[config.mk]
export PLATFORM = sky130hd
export DESIGN_NAME = fir_tap_sequencer
export DESIGN_NICKNAME = d
export VERILOG_FILES = /design/src/rtl/fir_pkg.sv /design/src/rtl/fir_tap_sequencer_mac.sv /design/src/rtl/fir_tap_sequencer.sv
export SDC_FILE = /design/constraint.sdc
export NUM_CORES = 2
export LEC_CHECK = 0
export BUFFER_PORTS_ARGS = -buffer_cell sky130_fd_sc_hd__buf_2
export CAP_MARGIN = 10
export CORE_MARGIN = 2
export CORE_UTILIZATION = 58
export CTS_CLUSTER_DIAMETER = 40
export DETAILED_ROUTE_END_ITERATION = 8
export PLACE_DENSITY = 0.77
export SYNTH_ARGS = -nofsm -noshare
export SYNTH_HDL_FRONTEND = slang
export SYNTH_HIERARCHICAL = 1
export SYNTH_SLANG_ARGS = --single-unit
[constraint.sdc]
create_clock -name in_clk -period 6.5 [get_ports in_clk]
set_clock_uncertainty 0.05 [all_clocks]
set_input_delay 1.3 -clock in_clk [delete_from_list [all_inputs] [get_ports in_clk]]
set_output_delay 1.3 -clock in_clk [all_outputs]
set_load 0.05 [all_outputs]
[src/rtl/fir_pkg.sv]
// Shared defaults, state encoding and arithmetic helpers for the FIR tap sequencer.
package fir_pkg;

    localparam int unsigned N_TAPS_DEF = 32;
    localparam int unsigned DW_DEF     = 16;
    localparam int unsigned CW_DEF     = 16;

    typedef enum logic [1:0] {
        ST_IDLE  = 2'd0,
        ST_MAC   = 2'd1,
        ST_DRAIN = 2'd2
    } fir_state_e;

    // Accumulator wide enough that N_TAPS full-scale products cannot overflow.
    function automatic int unsigned acc_width(input int unsigned dw,
                                              input int unsigned cw,
                                              input int unsigned aw);
        return dw + cw + aw;
    endfunction

    // Clamp a signed value into the range of a w-bit signed number.
    function automatic logic signed [63:0] sat_to(input logic signed [63:0] x,
                                                  input int unsigned        w);
        logic signed [63:0] hi;
        logic signed [63:0] lo;
        hi = (64'sd1 <<< (w - 1)) - 64'sd1;
        lo = -(64'sd1 <<< (w - 1));
        if (x > hi) begin
            return hi;
        end
        if (x < lo) begin
            return lo;
        end
        return x;
    endfunction

endpackage

[src/rtl/fir_tap_sequencer_mac.sv]
// Registered signed multiply-accumulate with synchronous clear and enable.
module fir_mac #(
    parameter int unsigned DW   = 16,
    parameter int unsigned CW   = 16,
    parameter int unsigned ACCW = 37
) (
    input  logic                   in_clk,
    input  logic                   rst,
    input  logic                   clr_i,
    input  logic                   en_i,
    input  logic signed [DW-1:0]   a_i,
    input  logic signed [CW-1:0]   b_i,
    output logic signed [ACCW-1:0] acc_next_c
);

    localparam int unsigned PW = DW + CW;

    logic signed [PW-1:0]   a_ext;
    logic signed [PW-1:0]   b_ext;
    logic signed [PW-1:0]   prod;
    logic signed [ACCW-1:0] acc_q;

    // Full-precision product added to the running sum.
    always_comb begin
        a_ext      = PW'(a_i);
        b_ext      = PW'(b_i);
        prod       = a_ext * b_ext;
        acc_next_c = acc_q + ACCW'(prod);
    end

    // Accumulator register; clear has priority over enable.
    always_ff @(posedge in_clk or negedge rst) begin
        if (!rst) begin
            acc_q <= '0;
        end else if (clr_i) begin
            acc_q <= '0;
        end else if (en_i) begin
            acc_q <= acc_next_c;
        end
    end

endmodule

[src/rtl/fir_tap_sequencer.sv]
// Time-multiplexed FIR controller: sample history, tap sequencing, output scaling.
module fir_tap_sequencer
    import fir_pkg::*;
#(
    parameter  int unsigned N_TAPS = N_TAPS_DEF,
    parameter  int unsigned DW     = DW_DEF,
    parameter  int unsigned CW     = CW_DEF,
    localparam int unsigned AW     = $clog2(N_TAPS)
) (
    input  logic                 in_clk,
    input  logic                 rst,
    input  logic                 sample_tick,
    input  logic signed [DW-1:0] din,
    output logic [AW-1:0]        coef_addr,
    input  logic signed [CW-1:0] coef_data,
    output logic signed [DW-1:0] dout,
    output logic                 dout_valid,
    output logic                 busy,
    output logic                 overrun
);

    localparam int unsigned ACCW   = acc_width(DW, CW, AW);
    localparam logic [AW-1:0] LAST = AW'(N_TAPS - 1);
    localparam logic [AW:0]   N_EXT = (AW+1)'(N_TAPS);

    fir_state_e             state_q, state_d;
    logic [AW-1:0]          k_q, k_d;
    logic [AW-1:0]          wr_ptr_q, wr_ptr_d;
    logic signed [DW-1:0]   buf_q [N_TAPS];
    logic signed [DW-1:0]   smp_q;
    logic signed [DW-1:0]   dout_q, dout_d;
    logic                   dout_valid_q, dout_valid_d;
    logic                   overrun_q, overrun_d;
    logic                   buf_we;
    logic                   mac_clr;
    logic                   mac_en;
    logic [AW-1:0]          rd_idx;
    logic signed [ACCW-1:0] acc_next;
    logic signed [ACCW-1:0] acc_shift;
    logic signed [DW-1:0]   dout_sat;

    fir_mac #(
        .DW   (DW),
        .CW   (CW),
        .ACCW (ACCW)
    ) u_mac (
        .in_clk     (in_clk),
        .rst        (rst),
        .clr_i      (mac_clr),
        .en_i       (mac_en),
        .a_i        (smp_q),
        .b_i        (coef_data),
        .acc_next_c (acc_next)
    );

    // Read index (wr_ptr - k) mod N_TAPS; k=0 selects the newest sample.
    always_comb begin
        if (wr_ptr_q >= k_q) begin
            rd_idx = wr_ptr_q - k_q;
        end else begin
            rd_idx = AW'(N_EXT + {1'b0, wr_ptr_q} - {1'b0, k_q});
        end
    end

    // Rescale Q1.(CW-1) result by floor shift and clamp to the output range.
    always_comb begin
        acc_shift = acc_next >>> (CW - 1);
        dout_sat  = DW'(sat_to(64'(acc_shift), DW));
    end

    // Next-state and control decode.
    always_comb begin
        state_d      = state_q;
        k_d          = k_q;
        wr_ptr_d     = wr_ptr_q;
        dout_d       = dout_q;
        dout_valid_d = 1'b0;
        overrun_d    = overrun_q | (sample_tick & (state_q != ST_IDLE));
        buf_we       = 1'b0;
        mac_clr      = 1'b0;
        mac_en       = 1'b0;
        unique case (state_q)
            ST_IDLE: begin
                if (sample_tick) begin
                    buf_we  = 1'b1;
                    mac_clr = 1'b1;
                    k_d     = '0;
                    state_d = ST_MAC;
                end
            end
            ST_MAC: begin
                // First MAC cycle has no fetched operand pair yet.
                mac_en = (k_q != '0);
                if (k_q == LAST) begin
                    k_d     = '0;
                    state_d = ST_DRAIN;
                end else begin
                    k_d = k_q + 1'b1;
                end
            end
            ST_DRAIN: begin
                mac_en       = 1'b1;
                dout_d       = dout_sat;
                dout_valid_d = 1'b1;
                wr_ptr_d     = (wr_ptr_q == LAST) ? '0 : wr_ptr_q + 1'b1;
                state_d      = ST_IDLE;
            end
            default: begin
                state_d = ST_IDLE;
            end
        endcase
    end

    // Control and output registers.
    always_ff @(posedge in_clk or negedge rst) begin
        if (!rst) begin
            state_q      <= ST_IDLE;
            k_q          <= '0;
            wr_ptr_q     <= '0;
            dout_q       <= '0;
            dout_valid_q <= 1'b0;
            overrun_q    <= 1'b0;
        end else begin
            state_q      <= state_d;
            k_q          <= k_d;
            wr_ptr_q     <= wr_ptr_d;
            dout_q       <= dout_d;
            dout_valid_q <= dout_valid_d;
            overrun_q    <= overrun_d;
        end
    end

    // Circular sample history.
    always_ff @(posedge in_clk or negedge rst) begin
        if (!rst) begin
            for (int i = 0; i < N_TAPS; i++) begin
                buf_q[i] <= '0;
            end
        end else if (buf_we) begin
            buf_q[wr_ptr_q] <= din;
        end
    end

    // Sample operand, aligned with the one-cycle ROM latency.
    always_ff @(posedge in_clk or negedge rst) begin
        if (!rst) begin
            smp_q <= '0;
        end else if (state_q == ST_MAC) begin
            smp_q <= buf_q[rd_idx];
        end
    end

    assign coef_addr  = k_q;
    assign dout       = dout_q;
    assign dout_valid = dout_valid_q;
    assign overrun    = overrun_q;
    assign busy       = (state_q != ST_IDLE);

endmodule

==> Word-level counts from Yosys, hierarchy flattened <==
Cells that the tools add are included.
{ "totals": {"mem_count": 0, "output_inout_bits": 24, "elab_cells": 98, "ramBits": 0, "register_bits": 595, "mem_bits_ro": 0, "latch_bits": 0, "inputBits": 35} }
{ "op_classes": {"bitwise": 4, "n_mux": 27, "order_cmp": 6, "n_addsub": 6, "shifts": 0, "div": 0, "n_mul": 1, "reduce_logical": 8, "n_eq_ne": 6} }
{ "ops": {"columns": ["operator", "count"], "rows": [
  ["512-bit bitwise mux", 1],
  ["16-bit 2-to-1 mux", 7],
  ["16-bit binary-select mux with 5-bit select", 1],
  ["16-bit demux with 5-bit select", 1],
  ["37-bit 2-to-1 mux", 2],
  ["37-bit by 32-bit adder with 37-bit output", 1],
  ["16-bit by 16-bit multiplier with 32-bit output", 1],
  ["22-bit by 16-bit > comparator with 1-bit output (second input constant)", 1],
  ["22-bit by 16-bit less-than comparator with 1-bit output (second input constant)", 1],
  ["5-bit 2-to-1 mux", 4],
  ["6-bit >= comparator (second input constant)", 2],
  ["5-bit NOT with 6-bit output", 2],
  ["5-bit by 1-bit adder with 5-bit output (second input constant)", 2],
  ["5-bit == test (second input constant)", 2],
  ["5-bit case mux with 2 select lines", 1],
  ["5-bit subtractor", 2],
  ["6-bit by 1-bit less-than comparator with 1-bit output (second input constant)", 1],
  ["1-bit 2-to-1 mux", 6],
  ["2-bit nonzero test", 3],
  ["1-bit by 5-bit adder with 5-bit output (first input constant)", 1],
  ["5-bit >= comparator", 1],
  ["5-bit nonzero test", 1],
  ["2-bit 2-to-1 mux", 2],
  ["2-bit != test (second input constant)", 2],
  ["other kinds (9)", 10]
]} }

==> Longest topological paths before layout <==
{ "logic_depth": {"ltp_word": 7, "mapped_depth": 28, "mapped_depth_nobuf": 26} }

==> By module <==
The synthesis kept the hierarchy.
{ "modules_own_cells": {"columns": ["module", "cells_each", "instances", "area_per_inst_um2", "seq_area_each_um2"], "rows": [
  ["fir_tap_sequencer", 1625, 1, 25394.4, 13963.4],
  ["fir_mac", 1458, 1, 13598.0, 925.9]
]} }

==> Worst setup path before layout <==
OpenSTA, ideal clock, no wires.
{ "synth_path": {"path_type": "input port to flip-flop", "startpoint": "input port coef_data[4]", "endpoint": "register dout_q[10] (netlist: dout[10])", "setup_time_ps": 83, "slack_ps": -1498, "stages": 27, "n_path_buf": 3, "t_required_ps": 6367, "arrival_ps": 7865, "cell_sequence": "clkbuf_1 > nand2_1 > fa_1 > inv_1 > fa_1 > inv_1 > fa_1 > inv_1 > fa_1 > fa_1 > inv_1 > fa_1 > inv_1 > ha_1 > clkbuf_1 > and3_1 > a32o_1 > a211oi_2 > a31o_2 > nand2_1 > a31o_2 > xor2_1 > nor4_1 > a21oi_1 > clkbuf_1 > nor2_1 > o22ai_1"} }
{ "synth_between": {"elab_chain_cells": 7, "elab_cells_between_ends": 10, "cone_classes": "add/sub (1); mul (1); order compare (2); mux (6)"} }
{ "synth_lines": {"columns": ["item", "line", "source"], "rows": [
  ["from (decl)", "fir_tap_sequencer.sv:15", "input logic signed [CW-1:0] coef_data,"],
  ["16-bit by 16-bit multiplier with 32-bit output *", "fir_tap_sequencer_mac.sv:27", "prod = a_ext * b_ext;"],
  ["37-bit by 32-bit adder with 37-bit output *", "fir_tap_sequencer_mac.sv:28", "acc_next_c = acc_q + ACCW'(prod);"],
  ["via acc_next[33]", "fir_tap_sequencer.sv:38", "logic signed [ACCW-1:0] acc_next;"],
  ["22-bit by 16-bit less-than comparator with 1-bit output", "fir_pkg.sv:31", "if (x < lo) begin"],
  ["1-bit 2-to-1 mux (2 in series)", "fir_pkg.sv:31", null],
  ["16-bit 2-to-1 mux", "fir_pkg.sv:34", "return x;"],
  ["16-bit 2-to-1 mux *", "fir_pkg.sv:31", null],
  ["to (signal assigned)", "fir_tap_sequencer.sv:127", "dout_q <= dout_d;"],
  ["to (decl)", "fir_tap_sequencer.sv:31", "logic signed [DW-1:0] dout_q, dout_d;"]
]} }
Mark *: on every way through the listed nets, which the timed path passes. The rest lies on a longest branch. The select of a mux whose other input is x is not followed.
A chain may end at the register's enable or synchronous reset.

==> Final worst setup path <==
{ "layout_path": {"startpoint": "input port coef_data[3]", "endpoint": "register dout_q[14] (netlist: dout[14])"} }
The elaborated chain is that of the path after synthesis.

==> flow_summary.toml <==
[run_status]
status = "finished, violations left"
violations = "setup timing"

[setup_path]
crit_fanout = 7
startpoint_type = "input port"
regToRegSetupSlack_ns = -0.52
crit_arrival_ns = 7.61
required_ns = 6.91
critPathCaptureType = "flip-flop"
regToRegEndpoint = "dout[14]"
reg2reg_depth = 27
critPathKind = "in -> reg"
r2r_start = "smp_q[6]"

[placed_design]
port_buffers = 58
place.gp.congestion = 0.886
place_area_um2 = 41700
dp_cells = 4059
dp_hpwl_mm = 65.6

[global_routing]
grt_pass1_vias = 28300
grt_max_degree = 177
grt_use_total_pct = 29.4
grt-ovfl-total = 0
antenna_found_initial = 4
grt_pass1_wl_mm = 158

[synth]
synth.distinct_cells = 74
syn-instance-count = 3083
syn_nets = 3561
async_reset_ff_share_pct = 100
yosysWarningCount = 6
avgSynthCellArea_um2 = 12.6
synth-main-ff-cell = "dfrtp_1"
synth_edf_count = 0
ys_ff_latch = 595
yosysSeqAreaShare_pct = 38.2
mappedNetlistArea_um2 = 39000

[clock_tree]
cts_tree = "built"
cts.sinks = 595
numCtsBuffers = 88
clk_pin_slew_ns = 0.05
clockRootBuffer = "clkbuf_16"
insertion_delay_ns = 0.66
htree_levels = 3
cts_buffer_depth = 3

[pwr]
irDropWorstVdd_mv = 0.474
p_leak_uw = 0.0232
powerDensity_nw_per_um2 = 513

[cells_and_area]
drive_gt1_share_pct = 38.8
fin_nets = 3802
n_antenna_cell = 0
final_cell_mix = "594 x dfrtp_1, 514 x mux2_2, 379 x inv_1"
seqCellArea_um2 = 14900
synthToLayoutAreaGrowth_pct = 17.8
final_common_cell = "dfrtp_1"
fin_cells = 4271
nFillCells = 4417
multiInputGateArea_um2 = 22700
final_area_um2 = 45900

[routing]
routed_wl_mm = 98.5
routedWlPerCell_um = 23.1
avgViaCountPerCell = 5.92
antenna_left = 0
vias = 25300
first_pass_iters = 5
drt-initial-drc-count = 1692
drc = 0

[timing]
fmax_ghz = 0.139
fin_crit_ns = 7.20
period_share_pct = 111
slew_viol_final = 0
slew_headroom_pct = 20.3
rsz0062_at_grt = "yes"
fin_ws_ns = -0.700
finalHoldViolations = 0
setup_viol = 24
worstMarginPinSlew_ns = 1.20

[floorplan]
placement_rows = 95
dieArea_um2 = 69300
core_um2 = 66900
die_y_um = 263
io_pins = 59
fp.dieW_um = 263
start_util_pct = 58.3

[min_path]
worstHoldStart = "overrun"
min_to = "overrun"
hold_path_depth = 1
hp-class = "reg -> reg"

[job]
maxCapViolCount = 0
-- cell usage after synthesis (44+ instances only) --
| master | count | share of area, % |
|---|---|---|
| mux2i_1 | 54 | 1.4 |
| mux2_2 | 514 | 15 |
| fa_1 | 319 | 16 |
| nor2_1 | 90 | 0.87 |
| mux4_2 | 143 | 8.3 |
| and2_1 | 108 | 1.7 |
| a21oi_1 | 44 | 0.56 |
| nand2_1 | 189 | 1.8 |
| clkbuf_1 | 132 | 1.3 |
| dfrtp_1 | 595 | 38 |
| ha_1 | 124 | 4.0 |
| inv_1 | 404 | 3.9 |
-- worst max-delay path: stages --
cell	delay, ns
buf_12	0.11
buf_12	0.12
and2_4	0.15
fa_2	0.64
buf_6	0.12
inv_4	0.04
fa_1	0.46
fa_1	0.50
inv_1	0.06
fa_1	0.45
fa_1	0.49
inv_1	0.05
fa_1	0.47
inv_1	0.06
ha_4	0.29
nand4_1	0.14
or2_4	0.28
nand4b_1	0.18
buf_6	0.16
a31o_4	0.26
a21oi_4	0.20
nor2_4	0.05
xnor2_2	0.15
nor4_4	0.28
buf_4	0.19
a21oi_4	0.10
nor2_2	0.18
o22ai_2	0.10
-- power by group --
group	internal [uW]	total (uW)	switching (uW)
Sequential	3900	4080	177
Combinational	6710	14600	7880
Clock	2980	4890	1900
-- registers in the layout, indices dropped and copies added, names as in the netlist --
signal,flops
dout,16
smp_q,16
dout_valid,1
state_q,2
wr_ptr_q,5
coef_addr,5
u_mac/acc_q,37
buf_q,512
overrun,1
-- stage by stage --
stage | total power [uW] | util, % | TNS (ns) | hold WS [ns] | setup WS, ns
3_3_place_gp | 16000 | 62.3 | -34.06 | 0.385 | -1.42
6_report | 23600 | 68.6 | -11.13 | 0.402 | -0.700
3_5_place_dp | 16400 | 62.3 | -38.33 | 0.391 | -1.58
2_1_floorplan | 12400 | - | -14.71 | 0.420 | -0.887
5_1_grt | 25100 | 68.6 | -16.06 | 0.442 | -0.884
4_1_cts | 22800 | 68.0 | -8.71 | 0.406 | -0.555
-- cell type report --
type	count	area share (%)
Timing Repair inverter	1	0.0163
Tap cell	873	2.38
Inverter	404	3.33
Timing Repair Buffer	335	5.77
Sequential cell	595	32.4
Clock buffer	107	5.19
Multi-Input combinational cell	1899	49.4
Clock inverter	57	1.54
-- worst max-delay path by stage --
stage / startpoint / to / slack [ns] / cells past startpoint
after global placement: coef_data[3] / dout[9] / -1.42 / 26
after global routing: coef_data[3] / dout[14] / -0.88 / 28
final: coef_data[3] / dout[14] / -0.70 / 28
after floorplan: coef_data[6] / dout[9] / -0.89 / 27
after CTS: coef_data[3] / dout[4] / -0.55 / 28
after detailed placement: coef_data[3] / dout[4] / -1.58 / 25
-- metal layers --
| metal | global-route usage [%] | wire length [um] | vias up |
|---|---|---|---|
| met5 | 0 | 21 | - |
| met4 | 11.1 | 3770 | 4 |
| met3 | 4.80 | 5530 | 233 |
| met2 | 50.5 | 50000 | 770 |
| met1 | 37.7 | 39200 | 13400 |
| li1 | - | - | 10900 |
-- kinds of logic after synthesis --
group	synth area share, %
adders and majority gates	20.4
xor gates and xnor gates	0.854
muxes	24.5
AOI/OAI and AO/OA	3.88
and+or+nand+nor	6.23
buffers and inverters	5.98
DFF	38.2
-- what timing repair did --
item,4_1_cts,5_1_grt
setup endpoints to repair,29,31
hold buffers,0,0
endpoints found under the hold margin,0,0
buffers inserted,30,20
gates resized for setup,108,77
cloned,3,0
pin swaps,65,75
(Power assumes the default switching activity.)
